--- src/rtl/pdm_transmitter_if.sv ---
// pdm_transmitter_if: control, load handshake and PDM output bundle
// for the PDM transmitter.
interface pdm_transmitter_if #(
    parameter int WORD_LENGTH = 16
);
    logic                   enable_i;
    logic [WORD_LENGTH-1:0] data_i;
    logic                   load_i;
    logic                   ready_o;
    logic                   done_o;
    logic                   busy_o;
    logic                   underrun_o;
    logic                   pdm_clk_o;
    logic                   pdm_data_o;

    modport master (
        output enable_i, data_i, load_i,
        input  ready_o, done_o, busy_o,
        input  underrun_o, pdm_clk_o, pdm_data_o
    );

    modport slave (
        input  enable_i, data_i, load_i,
        output ready_o, done_o, busy_o,
        output underrun_o, pdm_clk_o, pdm_data_o
    );
endinterface

--- src/rtl/pdm_transmitter.sv ---
// pdm_transmitter: MSB-first word-to-PDM serializer with a one-word
// holding buffer, generated PDM clock and 1010 idle fill on underrun.
module pdm_transmitter #(
    parameter int WORD_LENGTH        = 16,
    parameter int SYSTEM_FREQUENCY   = 100000000,
    parameter int SAMPLING_FREQUENCY = 1000000
) (
    input  logic             clock_i,
    input  logic             reset_i,
    pdm_transmitter_if.slave bus
);
    localparam int DIVIDER = SYSTEM_FREQUENCY / SAMPLING_FREQUENCY;
    localparam int DIV_W   = (DIVIDER > 2) ? $clog2(DIVIDER) : 1;
    localparam int BIT_W   = (WORD_LENGTH > 2) ? $clog2(WORD_LENGTH) : 1;

    localparam logic [DIV_W-1:0] DIV_MAX  = DIV_W'(DIVIDER - 1);
    localparam logic [DIV_W-1:0] DIV_HALF = DIV_W'(DIVIDER / 2);
    localparam logic [BIT_W-1:0] BIT_MAX  = BIT_W'(WORD_LENGTH - 1);

    function automatic logic [WORD_LENGTH-1:0] idle_word();
        logic [WORD_LENGTH-1:0] v;
        v = '0;
        for (int i = 0; i < WORD_LENGTH; i++)
            v[i] = (((WORD_LENGTH - 1 - i) % 2) == 0);
        return v;
    endfunction

    localparam logic [WORD_LENGTH-1:0] IDLE_WORD = idle_word();

    typedef enum logic {
        S_IDLE = 1'b0,
        S_RUN  = 1'b1
    } state_t;

    state_t                 r_state;
    state_t                 w_next_state;
    logic [DIV_W-1:0]       r_div_cnt;
    logic [BIT_W-1:0]       r_bit_idx;
    logic [WORD_LENGTH-1:0] r_shift;
    logic [WORD_LENGTH-1:0] r_buf;
    logic                   r_full;
    logic                   r_under;
    logic                   r_pdm_clk;
    logic                   r_pdm_data;

    logic                   w_last;
    logic                   w_start;
    logic                   w_shift_load;
    logic                   w_done;
    logic                   w_idle_fill;
    logic                   w_take_buf;
    logic                   w_accept;
    logic [WORD_LENGTH-1:0] w_word;
    logic [DIV_W-1:0]       w_div_next;

    // State register.
    always_ff @(posedge clock_i) begin
        if (reset_i)
            r_state <= S_IDLE;
        else
            r_state <= w_next_state;
    end

    // Next state, word boundary decode and next-word selection.
    always_comb begin
        w_next_state = r_state;
        w_start      = 1'b0;
        w_shift_load = 1'b0;
        w_done       = 1'b0;
        w_idle_fill  = 1'b0;
        w_word       = IDLE_WORD;
        w_last       = (r_div_cnt == DIV_MAX) && (r_bit_idx == BIT_MAX);

        case (r_state)
            S_IDLE: begin
                if (bus.enable_i) begin
                    w_next_state = S_RUN;
                    w_start      = 1'b1;
                    w_shift_load = 1'b1;
                end
            end
            S_RUN: begin
                if (w_last) begin
                    w_done = 1'b1;
                    if (bus.enable_i)
                        w_shift_load = 1'b1;
                    else
                        w_next_state = S_IDLE;
                end
            end
            default: w_next_state = S_IDLE;
        endcase

        if (r_full)
            w_word = r_buf;
        else if (bus.load_i)
            w_word = bus.data_i;
        else
            w_idle_fill = w_shift_load;

        w_take_buf = w_shift_load & r_full;
        w_accept   = bus.load_i & ~r_full & ~w_shift_load;

        if (w_next_state == S_IDLE || w_shift_load || r_div_cnt == DIV_MAX)
            w_div_next = '0;
        else
            w_div_next = r_div_cnt + 1'b1;
    end

    // Holding buffer: filled by an accepted load, drained at a boundary.
    always_ff @(posedge clock_i) begin
        if (reset_i) begin
            r_buf  <= '0;
            r_full <= 1'b0;
        end else if (w_accept) begin
            r_buf  <= bus.data_i;
            r_full <= 1'b1;
        end else if (w_take_buf) begin
            r_full <= 1'b0;
        end
    end

    // Sticky underrun, re-armed at each start.
    always_ff @(posedge clock_i) begin
        if (reset_i)
            r_under <= 1'b0;
        else if (w_start)
            r_under <= w_idle_fill;
        else if (w_idle_fill)
            r_under <= 1'b1;
    end

    // Bit-period divider and PDM clock, high in the second half of a bit.
    always_ff @(posedge clock_i) begin
        if (reset_i) begin
            r_div_cnt <= '0;
            r_pdm_clk <= 1'b0;
        end else begin
            r_div_cnt <= w_div_next;
            r_pdm_clk <= (w_next_state == S_RUN) && (w_div_next >= DIV_HALF);
        end
    end

    // Shifter and data bit; the MSB goes out directly on a word load.
    always_ff @(posedge clock_i) begin
        if (reset_i) begin
            r_bit_idx  <= '0;
            r_shift    <= '0;
            r_pdm_data <= 1'b0;
        end else if (w_next_state == S_IDLE) begin
            r_bit_idx  <= '0;
            r_shift    <= '0;
            r_pdm_data <= 1'b0;
        end else if (w_shift_load) begin
            r_bit_idx  <= '0;
            r_shift    <= w_word << 1;
            r_pdm_data <= w_word[WORD_LENGTH-1];
        end else if (r_div_cnt == DIV_MAX) begin
            r_bit_idx  <= r_bit_idx + 1'b1;
            r_shift    <= r_shift << 1;
            r_pdm_data <= r_shift[WORD_LENGTH-1];
        end
    end

    assign bus.ready_o    = ~r_full;
    assign bus.done_o     = w_done;
    assign bus.busy_o     = (r_state == S_RUN);
    assign bus.underrun_o = r_under;
    assign bus.pdm_clk_o  = r_pdm_clk;
    assign bus.pdm_data_o = r_pdm_data;
endmodule

--- src/flat_wrapper.sv ---
// flat-port wrapper written by rule: the top's interface ports become plain ports
module pdm_transmitter_flat 
#(
    parameter int WORD_LENGTH        = 16,
    parameter int SYSTEM_FREQUENCY   = 100000000,
    parameter int SAMPLING_FREQUENCY = 1000000
)
  (clock_i, reset_i, bus_enable_i, bus_data_i, bus_load_i, bus_ready_o, bus_done_o, bus_busy_o, bus_underrun_o, bus_pdm_clk_o, bus_pdm_data_o);
  pdm_transmitter_if #(.WORD_LENGTH(WORD_LENGTH)) bus_i ();
  input  logic clock_i;
  input  logic reset_i;
  input wire logic [$bits(bus_i.enable_i)-1:0] bus_enable_i;
  input wire logic [$bits(bus_i.data_i)-1:0] bus_data_i;
  input wire logic [$bits(bus_i.load_i)-1:0] bus_load_i;
  output wire logic [$bits(bus_i.ready_o)-1:0] bus_ready_o;
  output wire logic [$bits(bus_i.done_o)-1:0] bus_done_o;
  output wire logic [$bits(bus_i.busy_o)-1:0] bus_busy_o;
  output wire logic [$bits(bus_i.underrun_o)-1:0] bus_underrun_o;
  output wire logic [$bits(bus_i.pdm_clk_o)-1:0] bus_pdm_clk_o;
  output wire logic [$bits(bus_i.pdm_data_o)-1:0] bus_pdm_data_o;
  assign bus_i.enable_i = bus_enable_i;
  assign bus_i.data_i = bus_data_i;
  assign bus_i.load_i = bus_load_i;
  assign bus_ready_o = bus_i.ready_o;
  assign bus_done_o = bus_i.done_o;
  assign bus_busy_o = bus_i.busy_o;
  assign bus_underrun_o = bus_i.underrun_o;
  assign bus_pdm_clk_o = bus_i.pdm_clk_o;
  assign bus_pdm_data_o = bus_i.pdm_data_o;
  pdm_transmitter #(.WORD_LENGTH(WORD_LENGTH), .SYSTEM_FREQUENCY(SYSTEM_FREQUENCY), .SAMPLING_FREQUENCY(SAMPLING_FREQUENCY)) u_core (.clock_i(clock_i), .reset_i(reset_i), .bus(bus_i));
endmodule
--- config.mk ---
export PLATFORM = sky130hd
export DESIGN_NAME = pdm_transmitter_flat
export DESIGN_NICKNAME = d
export VERILOG_FILES = /design/src/rtl/pdm_transmitter_if.sv /design/src/rtl/pdm_transmitter.sv /design/src/flat_wrapper.sv
export SDC_FILE = /design/constraint.sdc
export NUM_CORES = 1
export LEC_CHECK = 0
export CAP_MARGIN = 20
export CORE_UTILIZATION = 45
export DETAILED_ROUTE_END_ITERATION = 10
export DONT_BUFFER_PORTS = 1
export SYNTH_ARGS = -nofsm -noshare
export SYNTH_HDL_FRONTEND = slang
export SYNTH_SLANG_ARGS = --single-unit
export TNS_END_PERCENT = 100
--- constraint.sdc ---
create_clock -name clock_i -period 2.45 [get_ports clock_i]
set_clock_uncertainty 0.15 [all_clocks]
set_input_delay 0.3675 -clock clock_i [delete_from_list [all_inputs] [get_ports clock_i]]
set_output_delay 0.3675 -clock clock_i [all_outputs]
set_load 0.01 [all_outputs]
==> impl_summary.txt <==
----------------------------------------------------
[Pwr]
  Power per cell area ... 618 nW/um^2
  Max VDD drop ... 0.000264 V
  Total power consumption of the routed design ... between 1 and 1.5 mW
  Static Leakage ... 0.835 nW

[Clock network]
  Root buffer cell ... sky130_fd_sc_hd__clkbuf_8
  Setup Buffers After CTS ... 0
  Clock tree from TritonCTS ... done
  Latest clock arrival within the worst-skew pair ... ~0.30 ns
  CTS max path bufs ... 2
  CTS Buf Count ... 5
  Number of sinks on the clock net ... 47
  H-tree lvl count ... 2
  Clock-pin slew reported for the worst setup and hold paths after clock tree synthesis ... 0.09 ns

[STA]
  Post-layout min period ... between 2 and 2.5 ns
  Setup tns final ... 0 ns
  Ratio of final minimum period to clock period ... 0.911
  Slew of the pin with the lowest slew margin ... 0.774 ns
  Slew headroom ... 0.483
  Upper clock frequency limit ... 448 MHz
  Final count of pins violating max slew ... 0
  RSZ-0062 raised after global routing ... false
  Final count of hold timing violations ... 0
  Setup-failing EPs final ... 0

[Synthesis]
  Combined area of all synthesized cells ... 2240 um^2
  Most instantiated cells after synthesis ... sky130_fd_sc_hd__dfxtp_1, sky130_fd_sc_hd__nor2_1, sky130_fd_sc_hd__nand2_1
  Most frequent cell after synthesis ... sky130_fd_sc_hd__dfxtp_1
  Syn_nets ... 285
  Flop and latch count out of synthesis ... 47
  Avg Synthesized Cell Area ... ~8.5 um^2
  Share of Yosys cell area claimed by the top area cell type ... 0.419
  Sequential element share of the synthesized area ... 0.419
  Count of cell types in the netlist ... 45
  Mapped Cells ... roughly 260
  Flip-flop cell with the highest count after synthesis ... sky130_fd_sc_hd__dfxtp_1
  Top cell type by total area after synthesis ... sky130_fd_sc_hd__dfxtp_1
  Dominant cells by area after synthesis ... sky130_fd_sc_hd__dfxtp_1, sky130_fd_sc_hd__mux2i_1, sky130_fd_sc_hd__nor2_1, sky130_fd_sc_hd__o22ai_1, sky130_fd_sc_hd__nand2_1
  Share of async-settable or async-resettable flops after synthesis ... 0
  Number of enable-type register cells in the synthesized netlist ... 0
  Yosys synthesis warning count ... 0

[Flow run]
  Maximum Capacitance Violations ... 0

[Global routing]
  Aggregate global routing overflow ... 0
  Wire length of the first global-routing pass ... 8510 um
  Largest net degree at the start of global routing ... 20
  Initial antenna violation count ... 0
  Vias in the first global route ... 1,745
  Total Routing Usage GR ... 0.211

[Critical path]
  Critical path endpoint category ... flip-flop
  Worst-path maximum fanout ... 14
  Worst Setup Start Kind ... flip-flop
  Type of the worst setup path ... reg -> reg
  CP Data Arrival Time ... 2.27 ns
  Worst endpoint required time ... approximately 2.5 ns

[Finish]
  Final standard cell area without fillers ... 2380 um^2
  Number of cells in the finished layout apart from fillers ... between 300 and 400
  Fraction of final layout cells with drive strength greater than 1 ... 0.0954
  Post-route core utilization ... 0.500
  Number of antenna cells inserted ... 0
  Layout overhead on the synthesized area ... 6.02%
  Final-stage net count ... 283

[Worst hold path]
  Path class of the lowest-slack min-delay path ... in -> reg

[Floorplanning]
  I/O pins ... 26
  Floorplan die area ... 5270 um^2
  Count of standard-cell rows ... 25
  Core box area ... 4750 um^2
  Chip height ... slightly above 70 um
  Starting Density ... 0.472
  Horizontal die dimension ... 72.6 um

[Place]
  Post-place instance area ... 2280 um^2
  Total of buffers placed on input and output ports ... 0
  Half-perimeter wire length of the detailed placement result ... 3520 um
  Dpl cells ... 320
  Placer's final routability congestion estimate ... 0.841

[Detailed routing]
  Mean routed wirelength per cell ... 15.5 um
  Via count ... about 1,800
  Remaining routing DRC violations ... 0
  DRT antenna net count ... 0
  1st-iter DRT viols ... between 100 and 150
  Drt via density ... 5.59
  Total wire length after detailed routing ... about 5100 um
  Length of the first detailed-routing pass in iterations ... 4

[Run status]
  Run status ... complete, no violations

----------------------------------------------------
## metrics by stage
| step | worst slack, ns | hold WS [ns] |
|---|---|---|
| after CTS | 0.132 | 0.0608 |
| final | 0.217 | 0.0622 |
| after global routing | 0.0658 | 0.0543 |
| after global placement | 0.269 | 0.294 |
| after detailed placement | 0.128 | 0.295 |
| after floorplan | 0.388 | 0.299 |
## repair_timing
| action | in CTS | in global routing |
|---|---|---|
| resized for setup | 0 | 1 |
| hold endpoints to repair | 19 | 0 |
| setup endpoints to repair | 0 | 1 |
| hold buffers | 1 | 0 |
## metal layers
metal | GRT usage | part of all wire | vias up
met2 | 0.317 | 0.44 | 31
met4 | 0.0588 | 0.012 | 0
met3 | 0.0594 | 0.056 | 7
met5 | 0 | 0 | -
met1 | 0.298 | 0.49 | 872
li1 | - | - | 929
## where the power goes
| group | internal, mW | switching (mW) | total, mW |
|---|---|---|---|
| sequential | 0.798 | 0.0279 | 0.826 |
| clock | 0.200 | 0.258 | 0.458 |
| combinational | 0.0803 | 0.105 | 0.186 |
## worst max-delay path, stage by stage, from the launching register on
cell	delay, ns
sky130_fd_sc_hd__dfxtp_1	0.43
sky130_fd_sc_hd__ha_2	0.30
sky130_fd_sc_hd__nand4bb_4	0.15
sky130_fd_sc_hd__or2_1	0.34
sky130_fd_sc_hd__and2_4	0.24
sky130_fd_sc_hd__a2111oi_1	0.40
sky130_fd_sc_hd__nor4_1	0.10
## registers in the layout (all words and copies together) (netlist names)
name                   count
u_core.r_shift            15
u_core.bus.underrun_o      1
u_core.bus.pdm_clk_o       1
u_core.r_buf              16
u_core.r_bit_idx           4
u_core.r_full              1
u_core.r_div_cnt           7
u_core.bus.pdm_data_o      1
u_core.bus.busy_o          1
## layout make-up
class                           instances  area, um^2
Fill cell                             489        2380
Multi-Input combinational cell        190        1170
Sequential cell                        47         941
Tap cell                               67        83.8
Clock buffer                            6        72.6
Timing Repair Buffer                    8        62.6
Inverter                                9        33.8
Clock inverter                          2        12.5
## worst paths after layout
path | from | to | slack [ns] | cells past startpoint
worst max-delay path | u_core.r_div_cnt[0] | u_core.r_shift[10] | 0.22 | 6
worst min-delay path | bus_data_i[8] | u_core.r_buf[8] | 0.06 | 2
worst max register to register | u_core.r_div_cnt[0] | u_core.r_shift[10] | 0.22 | 6
worst min register to register | u_core.r_bit_idx[1] | u_core.r_bit_idx[1] | 0.33 | 2
## logic make-up after synthesis
| kind of cell | after synthesis | share of synthesized area |
|---|---|---|
| AOI/OAI and AO/OA | 59 | 0.188 |
| xor gates and xnor gates | 5 | 0.0195 |
| adders and majority gates | 2 | 0.0112 |
| buffers and inverters | 26 | 0.0591 |
| DFF | 47 | 0.419 |
| muxes | 17 | 0.0764 |
| and+or+nand+nor | 107 | 0.226 |
## cell usage in the layout (no fill, tap or decap), types with 3 or more instances in the layout
| cell | netlist | layout |
|---|---|---|
| sky130_fd_sc_hd__a211oi_1 | 6 | 6 |
| sky130_fd_sc_hd__a2bb2oi_1 | 4 | 4 |
| sky130_fd_sc_hd__nor3_1 | 17 | 17 |
| sky130_fd_sc_hd__clkbuf_8 | 0 | 5 |
| sky130_fd_sc_hd__nand2b_1 | 5 | 5 |
| sky130_fd_sc_hd__xor2_1 | 4 | 4 |
| sky130_fd_sc_hd__nor4_1 | 3 | 3 |
| sky130_fd_sc_hd__a21oi_1 | 9 | 9 |
| sky130_fd_sc_hd__o22ai_1 | 17 | 17 |
| sky130_fd_sc_hd__nand2_1 | 24 | 24 |
| sky130_fd_sc_hd__nor2_1 | 40 | 40 |
| sky130_fd_sc_hd__dfxtp_1 | 47 | 47 |
| sky130_fd_sc_hd__nand3_1 | 5 | 5 |
| sky130_fd_sc_hd__inv_1 | 8 | 8 |
| sky130_fd_sc_hd__buf_4 | 2 | 7 |
| sky130_fd_sc_hd__o21ai_0 | 9 | 9 |
| sky130_fd_sc_hd__mux2i_1 | 16 | 16 |
Power figures use the tool's default switching activity.
